## config.mk

```make
export PLATFORM = sky130hd
export DESIGN_NAME = rr_grant_decoder_arb
export DESIGN_NICKNAME = d
export VERILOG_FILES = /design/src/rtl/rr_grant_decoder_arb.sv
export SDC_FILE = /design/constraint.sdc
export NUM_CORES = 1
export LEC_CHECK = 0
export ABC_CLOCK_PERIOD_IN_PS = 6000
export BUFFER_PORTS_ARGS = -buffer_cell sky130_fd_sc_hd__buf_2
export CAP_MARGIN = 25
export CORE_UTILIZATION = 34
export CTS_CLUSTER_SIZE = 16
export DETAILED_ROUTE_END_ITERATION = 8
export PLACE_DENSITY = 0.62
export SETUP_SLACK_MARGIN = 0.1
export SLEW_MARGIN = 20
export SYNTH_ARGS = -nofsm -noshare
export SYNTH_HDL_FRONTEND = slang
export SYNTH_SLANG_ARGS = --single-unit
```

## constraint.sdc

```tcl
create_clock -name clk -period 6 [get_ports clk]
set_input_delay 0.9 -clock clk [delete_from_list [all_inputs] [get_ports clk]]
set_output_delay 0.9 -clock clk [all_outputs]
set_load 0.01 [all_outputs]
```

## src/rtl/rr_grant_decoder_arb.sv

```systemverilog
// rr_grant_decoder_arb: four-way round-robin arbiter with registered one-hot grant; define RR_ARB_TIMEOUT_EN to force handoff after MAX_HOLD cycles
module rr_grant_decoder_arb #(
  parameter int MAX_HOLD = 8
) (
  input  logic       clk,
  input  logic       rst,
  input  logic [3:0] req,
  output logic [3:0] grant,
  output logic [1:0] grant_id,
  output logic       grant_valid
);
  typedef enum logic {IDLE, OWNED} state_t;
  state_t state, state_n;
  logic [1:0] ptr, ptr_n, id_n, win;
  logic [3:0] others, pool;
  logic v_n, take, drop, to;
  function automatic logic [1:0] pick(input logic [3:0] r, input logic [1:0] p);
    logic [1:0] w;
    w = p;
    for (int k = 3; k >= 0; k--) if (r[p + 2'(k)]) w = p + 2'(k);
    return w;
  endfunction
  // winner search from ptr and the grant/handoff/release decision
  always_comb begin
    others = req & ~(4'b0001 << grant_id);
    take = (state == IDLE) ? |req : (!req[grant_id] || to) && |others;
    drop = (state == OWNED) && !req[grant_id] && !(|others);
    pool = (state == IDLE) ? req : others;
    win = pick(pool, ptr);
    state_n = take ? OWNED : drop ? IDLE : state;
    ptr_n = take ? win + 2'd1 : ptr;
    id_n = take ? win : grant_id;
    v_n = take | (grant_valid & ~drop);
  end
`ifdef RR_ARB_TIMEOUT_EN
  localparam logic [7:0] HOLD_LAST = 8'(MAX_HOLD - 1);
  logic [7:0] cnt;
  assign to = cnt == HOLD_LAST;
  // hold counter: clears on each new grant, saturates at the last allowed cycle
  always_ff @(posedge clk or posedge rst)
    if (rst) cnt <= '0;
    else if (take) cnt <= '0;
    else if (state == OWNED && !to) cnt <= cnt + 8'd1;
`else
  logic unused_hold;
  assign unused_hold = |8'(MAX_HOLD);
  assign to = 1'b0;
`endif
  // state, pointer and registered outputs
  always_ff @(posedge clk or posedge rst)
    if (rst) begin
      state <= IDLE;
      ptr <= '0;
      grant_id <= '0;
      grant_valid <= 1'b0;
      grant <= '0;
    end else begin
      state <= state_n;
      ptr <= ptr_n;
      grant_id <= id_n;
      grant_valid <= v_n;
      grant <= v_n ? 4'b0001 << id_n : 4'b0000;
    end
endmodule
```

==> metrics.txt <==
worst slack, placed between 3 and 4 ns; Lkg Pwr roughly 0.36 nW; DRT antenna net count 0; CP most frequent cell nor3b_2; Slew @ Worst Pin ~0.51 ns; DRC viols 0; TritonCTS buffer count 3; Setup TNS Final 0 ns; CP required approximately 6 ns; status finished clean; max_cap viols 0; RSZ-0062 raised after global routing false; worst-path maximum fanout 14; final hold violations 0; synthesized area per cell 9.847 um2; TritonRoute pass-1 iters 4; Skew-Pair Late Insertion Delay 0.25 ns; final WL about 1.5 mm; CP Launch Type flop; CTS H-tree depth 1; Die Area 2423 um2; Port Buf Inserts 12; first-pass GRT wire length around 2.5 mm; critical path's slowest cell dfrtp_1; library cells used by synthesis 39; pwr/cell area approximately 600 nW/um2; # IOs 13; multi-input combinational cell area 466.7 um2; RR Startpoint ptr[0]; fin util 0.4233; register area share after synthesis 0.3300; WL per Instance 12.97 um; Post-CTS Resized 0; critical-path cell list xnor2_2 > a32oi_2 > a2111oi_2 > nor3b_2 > o31ai_4 > nor3b_2; DP HPWL between 1 and 1.5 mm; Total GRT Usage 0.1349; CP Class reg -> reg; die height ~49 um; Sequential Area between 200 and 300 um2; Post-CTS Setup Repair Bufs 0; min Tclk post-route 2.260 ns; Layout area overhead 12.87%; Clock Sinks 10; Ys Warns 0; Min-Delay Path Class in -> async; drt via density around 5.5; Data arrival, critical path between 2 and 2.5 ns; initial antenna violation count 0; Post-Route Hold Slack 0.6071 ns; FILL cells 212; antenna cells 0; synthesized flop and latch total 10; final setup vio count 0; hold-fix buffers at CTS 0; Rows 16; Final #Nets around 100; mapped cell area around 760 um2; Syn Nets between 80 and 90; total gr overflow 0; Worst Setup SP ptr[0]; floorplan core area just over 2000 um2; Max Clock Freq about 440 MHz; DRT iter0 DRCs 14; pin count of the biggest net entering global routing 15; commonest non-fill, non-tap cells in the layout buf_2, dfrtp_1, nand2_1, inv_1; proportion of layout cells with a drive suffix above 1 0.2889; peak supply drop 0.2492 mV; Slew Limit Fails 0; slew margin rel. 0.6589; root buffer cell clkbuf_4; Final WS setup between 3 and 4 ns; fin crit share 0.3767; Mapped Cells 77; CTS Buffer Depth 2; Clock transition at path regs ~0.06 ns; crit-path max cell delay between 0.5 and 0.6 ns; starting density of the core 0.3750; Vias between 600 and 700; Die W 49.23 um; vias in the first global route roughly 570; most common cell after layout, fill and taps aside buf_2; CTS tree built; total power between 0.5 and 0.6 mW; Crit. End Element flop; gpl congestion slightly above 0.8; Final Skew 0.001324 ns
==> state kept, by name, indices dropped and copies added, names as in the netlist <==
register and cells:
grant_valid 1, grant_id 2, ptr 2, state 1, grant 4
==> synthesized netlist by cell type <==
master,n,area (um2)
nand2_1,7,26.28
a21oi_2,2,17.52
a32oi_2,1,16.27
a22o_1,1,8.760
a21oi_1,3,15.01
and3_1,1,6.260
o221ai_2,1,15.01
o31ai_4,1,21.27
o22ai_1,2,12.51
nand3_1,1,5.000
nand2b_1,4,25.02
mux4_1,1,26.28
buf_4,1,7.510
inv_1,6,22.52
a31o_1,1,8.760
o211ai_1,1,7.510
xnor2_2,1,16.27
and2_1,2,12.51
buf_6,1,11.26
a211o_1,1,8.760
a22oi_1,1,7.510
dfrtp_1,10,250.2
a2bb2oi_1,1,8.760
nor3b_1,1,7.510
or3_1,1,6.260
and2b_1,1,7.510
nor2_1,3,11.26
a41oi_1,1,8.760
o21a_1,1,7.510
a31oi_4,1,21.27
a2111oi_2,1,15.01
nor3_1,4,20.02
a211oi_2,1,12.51
o21ai_1,3,15.01
mux2i_1,1,10.01
nor2b_1,3,18.77
nor3b_2,2,25.02
o31a_1,1,8.760
nor4_1,1,6.260
==> layout make-up <==
class,instances,share of cell area
Tap cell,27,0.03947
Clock buffer,3,0.02632
Timing Repair Buffer,12,0.07018
Multi-Input combinational cell,59,0.5453
Sequential cell,10,0.2924
Inverter,6,0.02632
==> kinds of logic (layout without fill, tap and decap cells) <==
| kind of cell | after synthesis | count (layout) | share of synthesized area |
|---|---|---|---|
| flops | 10 | 10 | 0.3300 |
| xor+xnor | 1 | 1 | 0.02146 |
| simple gates | 31 | 31 | 0.2343 |
| mux | 2 | 2 | 0.04786 |
| buf+inv | 8 | 21 | 0.05446 |
| compound gates | 25 | 25 | 0.3119 |
==> through the flow <==
| step | std cells | instance area [um2] |
|---|---|---|
| after floorplan | 77 | 758.2 |
| after detailed placement | 114 | 833.3 |
| after global routing | 117 | 855.8 |
| final | 117 | 855.8 |
| after CTS | 117 | 855.8 |
| after global placement | 114 | 833.3 |
==> power by group <==
| group | switching (mW) | internal (mW) |
|---|---|---|
| logic | 0.180 | 0.153 |
| clock network | 0.0195 | 0.0230 |
| registers | 0.0396 | 0.0948 |
| total | 0.239 | 0.270 |
==> worst max-delay path, delay by kind of cell, from the launching register on <==
kind	cells	cell delay, ns
xor gates and xnor gates	1	0.37
and+or+nand+nor	2	0.34
DFF	1	0.55
AOI/OAI and AO/OA	3	0.92
==> layer usage <==
layer	track usage	vias up	wire length (um)
met3	0.04984	2	39
met2	0.2100	7	732
met1	0.1762	312	733
met4	0.02941	0	12
li1	-	318	-
met5	0	-	0
==> worst paths after layout <==
| kind | endpoint | slack, ns | cells after the start |
|---|---|---|---|
| max | grant[1] | 3.74 | 6 |
| min | grant_id[0] | 0.61 | 2 |
| max reg2reg | grant[1] | 3.74 | 6 |
| min reg2reg | grant_valid | 0.64 | 2 |
| max in group asynchronous | grant[0] | 5.12 | 2 |
| min in group clk | grant_valid | 0.64 | 2 |
Note: power is estimated with default switching activity, not from simulation.
